===== config.mk =====
export PLATFORM = sky130hd
export DESIGN_NAME = rob_commit_ctrl
export DESIGN_NICKNAME = d
export VERILOG_FILES = /design/src/rtl/rob_commit_ctrl.sv
export SDC_FILE = /design/constraint.sdc
export NUM_CORES = 1
export LEC_CHECK = 0
export ABC_AREA = 1
export ABC_CLOCK_PERIOD_IN_PS = 1450
export CORE_AREA = 2 2 190 192
export CTS_CLUSTER_SIZE = 8
export DETAILED_ROUTE_END_ITERATION = 10
export DIE_AREA = 0 0 192 194
export GPL_ROUTABILITY_DRIVEN = 1
export SLEW_MARGIN = 20
export SYNTH_ARGS = -nofsm -noshare
export SYNTH_HDL_FRONTEND = slang
export SYNTH_SLANG_ARGS = --single-unit

===== constraint.sdc =====
create_clock -name clk -period 1.45 [get_ports clk]
set_input_delay 0.2175 -clock clk [delete_from_list [all_inputs] [get_ports clk]]
set_output_delay 0.2175 -clock clk [all_outputs]
set_load 0.005 [all_outputs]

===== src/rtl/rob_commit_ctrl.sv =====
// rob_commit_ctrl
//
// Commit scheduler sitting between the ROB head and the architectural
// regfile, the LSQ and the fetch redirect logic. Each cycle it looks at
// the COMMIT_W oldest ROB entries and retires an in-order prefix of them.
// Stores are retired one at a time through an LSQ request/ack handshake.
// A retiring mispredicted control-flow entry triggers a one-cycle flush.
//
// Optional feature macro: COMMIT_PERF_CNT_EN
//   When defined, adds perf_retired, perf_flushes and perf_store_stall
//   32-bit counter outputs.
//
// Ports:
//   clk, rst         clock, asynchronous active-high reset
//   head_tag         ROB tag of window slot 0 (oldest)
//   win_valid/rdy    per-slot occupied / result ready
//   win_is_store     per-slot store marker
//   win_mispred      per-slot resolved mispredicted br/jal/jalr
//   win_rd/data      per-slot destination register and result
//   win_target       per-slot correct next PC
//   st_req/st_tag    store request to the LSQ and the store's ROB tag
//   st_ack           LSQ has performed the requested store
//   num_deq          number of entries retired this cycle (combinational)
//   rf_we/rd/data    regfile write port per slot
//   flush_valid      one-cycle pipeline flush pulse
//   flush_pc         redirect PC
//   flush_front_tag  ROB front after the flush
module rob_commit_ctrl #(
   parameter int width    = 32,
   parameter int size     = 8,
   parameter int COMMIT_W = 4,
   parameter int TAG_W    = $clog2(size)
) (
   input  logic                               clk,
   input  logic                               rst,
   input  logic [TAG_W-1:0]                   head_tag,
   input  logic [COMMIT_W-1:0]                win_valid,
   input  logic [COMMIT_W-1:0]                win_rdy,
   input  logic [COMMIT_W-1:0]                win_is_store,
   input  logic [COMMIT_W-1:0]                win_mispred,
   input  logic [COMMIT_W-1:0][4:0]           win_rd,
   input  logic [COMMIT_W-1:0][width-1:0]     win_data,
   input  logic [COMMIT_W-1:0][width-1:0]     win_target,
   output logic                               st_req,
   output logic [TAG_W-1:0]                   st_tag,
   input  logic                               st_ack,
   output logic [$clog2(COMMIT_W+1)-1:0]      num_deq,
   output logic [COMMIT_W-1:0]                rf_we,
   output logic [COMMIT_W-1:0][4:0]           rf_rd,
   output logic [COMMIT_W-1:0][width-1:0]     rf_data,
   output logic                               flush_valid,
   output logic [width-1:0]                   flush_pc,
`ifdef COMMIT_PERF_CNT_EN
   output logic [31:0]                        perf_retired,
   output logic [31:0]                        perf_flushes,
   output logic [31:0]                        perf_store_stall,
`endif
   output logic [TAG_W-1:0]                   flush_front_tag
);

   localparam int NDQ_W = $clog2(COMMIT_W+1);

   typedef enum logic [1:0] {RUN, STORE_WAIT, FLUSH} state_t;
   state_t state;

   logic [NDQ_W-1:0] run_cnt;
   logic             mp_hit;
   logic [width-1:0] mp_target;
   logic             scan_stop;
   logic             store_head;
   logic [TAG_W:0]   tag_sum;
   logic [TAG_W-1:0] front_tag;

   // In-order scan: retire the leading run of ready non-store slots, cutting
   // the run just after the first mispredicted one. A store (even if it is
   // also flagged mispredicted) stops the scan and is never counted here.
   always_comb begin
      run_cnt   = '0;
      mp_hit    = 1'b0;
      mp_target = '0;
      scan_stop = 1'b0;
      for (int i = 0; i < COMMIT_W; i++) begin
         if (!scan_stop) begin
            if (win_valid[i] && win_rdy[i] && !win_is_store[i]) begin
               run_cnt = NDQ_W'(i + 1);
               if (win_mispred[i]) begin
                  mp_hit    = 1'b1;
                  mp_target = win_target[i];
                  scan_stop = 1'b1;
               end
            end else begin
               scan_stop = 1'b1;
            end
         end
      end
   end

   // Slot 0 being a ready store implies run_cnt == 0 and no mispredict.
   assign store_head = win_valid[0] && win_rdy[0] && win_is_store[0];

   // New ROB front is one past the mispredicted slot, i.e. head_tag + run_cnt,
   // wrapped modulo size (size need not be a power of two).
   assign tag_sum   = (TAG_W+1)'(head_tag) + (TAG_W+1)'(run_cnt);
   assign front_tag = (tag_sum >= (TAG_W+1)'(size)) ? TAG_W'(tag_sum - (TAG_W+1)'(size))
                                                    : TAG_W'(tag_sum);

   always_comb begin
      num_deq = '0;
      case (state)
         RUN:        num_deq = run_cnt;
         STORE_WAIT: num_deq = st_ack ? NDQ_W'(1) : '0;
         default:    num_deq = '0;
      endcase
   end

   // A retiring store never writes the regfile, so the store-ack cycle
   // forces all enables low regardless of the window contents.
   always_comb begin
      rf_we = '0;
      if (state == RUN) begin
         for (int i = 0; i < COMMIT_W; i++) begin
            rf_we[i] = (NDQ_W'(i) < num_deq) && (win_rd[i] != 5'd0) && !win_is_store[i];
         end
      end
   end

   assign rf_rd   = win_rd;
   assign rf_data = win_data;

   always_ff @(posedge clk or posedge rst) begin
      if (rst) begin
         state           <= RUN;
         st_req          <= 1'b0;
         st_tag          <= '0;
         flush_valid     <= 1'b0;
         flush_pc        <= '0;
         flush_front_tag <= '0;
      end else begin
         flush_valid <= 1'b0;
         case (state)
            RUN: begin
               if (mp_hit) begin
                  state           <= FLUSH;
                  flush_valid     <= 1'b1;
                  flush_pc        <= mp_target;
                  flush_front_tag <= front_tag;
               end else if (store_head) begin
                  state  <= STORE_WAIT;
                  st_req <= 1'b1;
                  st_tag <= head_tag;
               end
            end
            STORE_WAIT: begin
               if (st_ack) begin
                  state  <= RUN;
                  st_req <= 1'b0;
               end
            end
            FLUSH:   state <= RUN;
            default: state <= RUN;
         endcase
      end
   end

`ifdef COMMIT_PERF_CNT_EN
   always_ff @(posedge clk or posedge rst) begin
      if (rst) begin
         perf_retired     <= '0;
         perf_flushes     <= '0;
         perf_store_stall <= '0;
      end else begin
         perf_retired <= perf_retired + 32'(num_deq);
         if (flush_valid) perf_flushes <= perf_flushes + 32'd1;
         if (state == STORE_WAIT && !st_ack) perf_store_stall <= perf_store_stall + 32'd1;
      end
   end
`endif

endmodule

Word-level counts from Yosys, hierarchy flattened
Index checks and enable logic that the tools add are counted.
- latch bits: 0
- bits in read-only memories: 0
- memories: 0
- bits in writable memories: 0
- input bits: 298
- flip-flop bits (word level): 42
- div/mod/pow operators: 0
- reductions and logical operators: 31
- multiplexer cells: 50
- bitwise gates (word level): 1
- magnitude comparators: 5
- multiply operators: 0
- equal/unequal tests: 5
- add/sub/neg operators: 2
- shift-type cells: 0
- operator list (operator ; number):
    $mux W32 ; 11
    $mux W1 ; 25
    $mux W3 ; 7
    $reduce_bool A5 Y1 ; 4
    $logic_and A1 B1 Y1 ; 17
    $lt A1 B3 Y1 const A ; 2
    $lt A2 B3 Y1 const A ; 2
    $mux W2 ; 3
    $ne A2 B2 Y1 const B ; 3
    $pmux W3 S2 ; 1
    $add A3 B3 Y4 ; 1
    $ge A4 B4 Y1 const B ; 1
    $logic_not A1 Y1 ; 4
    $mux W4 ; 1
    $pmux W2 S2 ; 1
    $reduce_and A2 Y1 ; 2
    $reduce_and A4 Y1 ; 1
    $ne A3 B3 Y1 const B ; 1
    $reduce_and A3 Y1 ; 1
    $sub A3 B1 Y3 const B ; 1
    $eq A2 B1 Y1 const B ; 1
    $logic_not A2 Y1 ; 1
    $pmux W1 S2 ; 1
    $reduce_bool A2 Y1 ; 1
    $not A1 Y1 ; 1

Logic depth before layout (Yosys ltp)
- depth in word-level cells: 14
- depth in mapped cells: 13

Least setup slack after synthesis
Ideal clock, no wire load.
- path kind: in2reg
- from: input port win_valid[1]
- to: register flush_front_tag[2]
- stages on the path: 13
- library setup time: 127 ps
- data required time: 1323 ps
- setup slack: -423 ps
- path buffers: 1
- arrival time: 1746 ps
- cell sequence: nand2_1 inv_1 nand2_1 nor2_2 buf_2 nand2_1 and2_1 ha_1 inv_1 fa_1 xnor2_1 xor2_1 o21ai_0
- cells in the longest elaborated chain, start to end: 11
- elaborated cells between the ends (all ways): 24
- ends and longest elaborated chain (element ; line ; text):
    start: declaration ; 37 ; input logic [COMMIT_W-1:0] win_valid,
    $logic_and A1 B1 Y1 (*) (2 in series) ; 84 ; if (win_valid[i] && win_rdy[i] && !win_is_store[i]) begin
    $mux W3 or $mux W1 (tied branches) ; 84 ;
    $mux W3 or $mux W1 (tied branches) ; 83 ; if (!scan_stop) begin
    $mux W3 or $mux W1 (tied branches) ; 84, 86 ;
    $mux W3 or $mux W1 (tied branches) ; 83, 84 ;
    $mux W3 or $mux W1 (tied branches) ; 84, 83 ;
    $mux W3 or $mux W1 (tied branches) ; 83, 86 ;
    $add A3 B3 Y4 or $mux W1 (tied branches) ; 103, 84 ;
    $ge A4 B4 Y1 (tied with other cells) ; 104 ; assign front_tag = (tag_sum >= (TAG_W+1)'(size)) ? TAG_W'(tag_sum - (TAG_W+1)'(size))
    $mux W3 or $reduce_and A2 Y1 (tied branches) ; n/a ;
    end signal: assignment ; 146 ; flush_front_tag <= front_tag;
    end: declaration ; 58 ; output logic [TAG_W-1:0] flush_front_tag
Mark *: on every way between the ends. The rest lies on a longest branch, timed or not.
A chain may end at the register's enable or synchronous reset.

Worst setup path in the final report
- from: register state[0]
- to: output port rf_we[3]
- cells in the longest elaborated chain, start to end: 6
- elaborated cells between the ends (all ways): 7
- ends and longest elaborated chain (element ; line ; text):
    start: declaration ; 64 ; state_t state;
    start signal: assignment ; 132 ; state <= RUN;
    start signal: assignment ; 143 ; state <= FLUSH;
    start signal: assignment ; 148 ; state <= STORE_WAIT;
    $eq A2 B1 Y1 or $logic_not A2 Y1 (tied branches) ; 109, 120 ;
    $pmux W3 S2 ; 109 ; case (state)
    $lt A2 B3 Y1 ; 122 ; rf_we[i] = (NDQ_W'(i) < num_deq) && (win_rd[i] != 5'd0) && !win_is_store[i];
    $logic_and A1 B1 Y1 (2 in series) ; 122 ;
    $mux W4 (*) ; 120 ; if (state == RUN) begin
    end: declaration ; 48 ; output logic [COMMIT_W-1:0] rf_we,
Marked as above.

==> impl_results.md <==
* Critical Path AT at 1.38 ns
* Fin. Hold Viols at 0
* CP cell instances: nor2_4, nand2_4, nor4_4, buf_2
* Die Width at 192 um
* R2R Path End: flush_pc[22]
* Synth top cells by count: 185 x nand2_1, 148 x buf_4, 96 x nand4_1
* WL final at 23,600 um
* # H-tree levels at 2
* R2R Setup Slk at 0.02 ns
* Wire per inst at 18.3 um
* Core Region at 35,200 um^2
* 1st-pass router iterations at 4
* Setup Skew at 0.00692 ns
* RR Startpoint: state[0]
* Layout area overhead at 73.4%
* Slew @ Worst Pin at 0.364 ns
* Post-Syn Nets at 978
* Vias in the first global route at 4,822
* Die area at 37,200 um^2
* Yosys reg bits at 42
* Top_reg_cell synth: dfrtp_1
* Post-DP HPWL at 17,500 um
* Clock transition at path regs at 0.07 ns
* Critical Path End Type: primary output
* Flop pwr share at 0.324
* Die Span Y at 194 um
* Cell taking the most area after synthesis: buf_4
* Worst VDD drop at 0.356 mV
* Combinational share of power at 0.335
* Number of synthesized flops with an enable pin at 0
* Clock share of power at 0.341
* Total Power at 4110 uW
* Ys async rst share at 1.00
* Via-to-Cell Ratio at 3.90
* Average cell area after synthesis at 6.53 um^2
* Initial antenna violation count at 1
* I/O pin count at 493
* Worst min path class: primary input to asynchronous set/reset pin
* Sink Count at 42
* CP Class: flop to primary output
* CP top delay family: simple AND/OR/NAND/NOR gates
* Max incr delay on CP at 0.40 ns
* Pwr Density at 536 nW/um^2
* Nature of the critical path startpoint: flop
* Clock Tree Root: clkbuf_16
* GR Util All Layers at 0.113
* Share of layout cells above drive strength 1 at 0.271
* Post-synth top area share at 0.251
* CTS tree: done
* Residual DRC at 0
* Syn Inst Count at 678
* Detail Route Antenna Nets at 0
* Worst slew margin at 0.756
* First-pass GRT wire length at 30,300 um
* Routability cong. at 0.731
* CP max FO at 4
* WP buf/inv at 1
* Failing checks: negative setup slack
* Warnings, synthesis at 0
* Grt total ovfl at 0
* R2R cell count at 6
* Crit-path slowest cell: dfrtp_1
* Post-route minimum period at 1.60 ns
* Int Pwr at 2940 uW
* Hold WS at 0.246 ns
* Cell Rows at 69
* Post-layout nets at 1,123
* Clk Latency, worst-skew pair at 0.31 ns
* Final slew viol count at 0
* Worst Setup Slack, final at -0.146 ns
* PortBufs at 236
* Status: complete, but fails checks
* RSZ-0062 raised after global routing: yes
* Max Cap Viol at 0
* CTS buffer count at 5
* Synthesized area at 4430 um^2
* Initial Utilization at 0.126
* Clock Path Buffers at 2
* Placement Setup Slack at -1.04 ns
* Largest net degree at the start of global routing at 43
* Synth area leaders: buf_4 25%, dfrtp_1 24%, nand2_1 16%
* Switching share of power at 0.285
* DRT iter0 DRCs at 211
* Top-count cell post-synth: nand2_1
* Worst Path Required at 1.23 ns
* Switching power total at 1170 uW
* Period utilization at 1.10
* Yosys cell types at 27
* DR vias at 5,012
* Final setup violation count at 39
* Post-synthesis sequential area ratio at 0.237
* Fmax at 626 MHz
* Leak Pwr at 0.00388 uW
## placed cells by master, fill, tap and decap left out, types with 2 or more instances in the layout
master / synthesis / layout
buf_12: 0 / 13
buf_2: 14 / 15
buf_4: 148 / 59
buf_6: 3 / 16
buf_8: 0 / 4
clkbuf_16: 0 / 9
clkdlybuf4s50_1: 0 / 175
dfrtp_1: 42 / 42
dlygate4sd2_1: 0 / 13
dlymetal6s2s_1: 0 / 26
inv_1: 78 / 70
inv_2: 3 / 8
mux2_2: 2 / 2
nand2_1: 185 / 124
nand2_2: 1 / 40
nand2_4: 0 / 21
nand3_1: 41 / 35
nand3_2: 3 / 5
nand3_4: 0 / 4
nand4_1: 96 / 96
nor2_1: 18 / 9
nor2_2: 4 / 2
nor2_4: 0 / 11
nor3_1: 4 / 4
o21ai_1: 0 / 3
## layer usage
layer  track usage  wire [um]  vias to the layer above
met4        0.0650       1060                        0
met1         0.123       8900                     2335
met5             0          0                        -
met2         0.193      11500                      281
met3        0.0366       2070                       65
li1              -          -                     2331
## how the worst max path moves through the flow
stage,from,end,slack [ns],cells after the start
finish,state[0],rf_we[3],-0.15,4
global route,state[1],rf_we[0],-0.23,7
CTS,state[1],rf_we[0],-0.21,7
detailed placement,win_is_store[2],flush_front_tag[2],-1.04,13
global placement,win_is_store[2],flush_front_tag[2],-1.05,13
floorplan,win_is_store[2],flush_front_tag[2],-0.34,12
## flip-flops by register name, summed over array words and instances, names as in the netlist
signal and cells:
flush_front_tag 3, flush_pc 32, flush_valid 1, st_req 1, st_tag 3, state 2
## worst reg2reg max path: cells and delay by family, from the launching register on
kind,cells,cell delay (ns)
simple gates,3,0.45
buf+inv,3,0.52
flops,1,0.40
## metrics by stage
| step | instances | area, um^2 | utilization | setup TNS (ns) |
|---|---|---|---|---|
| 2_1_floorplan | 678 | 4500 | - | -0.607 |
| 3_3_place_gp | 1238 | 6660 | 0.189 | -41.41 |
| 3_5_place_dp | 1238 | 6660 | 0.189 | -42.73 |
| 4_1_cts | 1262 | 7040 | 0.200 | -3.91 |
| 5_1_grt | 1285 | 7680 | 0.218 | -5.61 |
| 6_report | 1285 | 7680 | 0.218 | -1.66 |
## power by group through the flow
| stage | clock [uW] | combinational, uW | sequential (uW) |
|---|---|---|---|
| after floorplan | 0 | 613 | 1340 |
| after global placement | 0 | 1250 | 1350 |
| after detailed placement | 0 | 1260 | 1340 |
| after CTS | 1480 | 1280 | 1320 |
| after global routing | 1520 | 1480 | 1350 |
| final | 1400 | 1380 | 1330 |
## cells by family after synthesis
family,count (synthesis),share of synthesized area
adders and majority gates,2,0.00734
xor gates and xnor gates,2,0.00395
DFF,42,0.237
AOI/OAI and AO/OA,6,0.00734
buffers and inverters,269,0.362
and+or+nand+nor,355,0.377
muxes,2,0.00508
## layout make-up
| type | instances | area [um^2] |
|---|---|---|
| timing repair buffer | 326 | 3320 |
| sequential | 42 | 1050 |
| clock buffer | 6 | 139 |
| antenna | 1 | 2.50 |
| multi-input combinational | 367 | 2230 |
| clock inverter | 1 | 30.0 |
| fill | 3932 | 27500 |
| inverter | 81 | 330 |
| tap | 461 | 577 |
## repair_timing
| item | CTS | global route |
|---|---|---|
| setup buffers | 18 | 19 |
| hold buffers | 0 | 0 |
| cloned | 0 | 6 |
| resized for setup | 130 | 136 |
| pin swaps | 27 | 52 |
| endpoints found under the setup margin | 62 | 68 |
(Power assumes the default switching activity.)
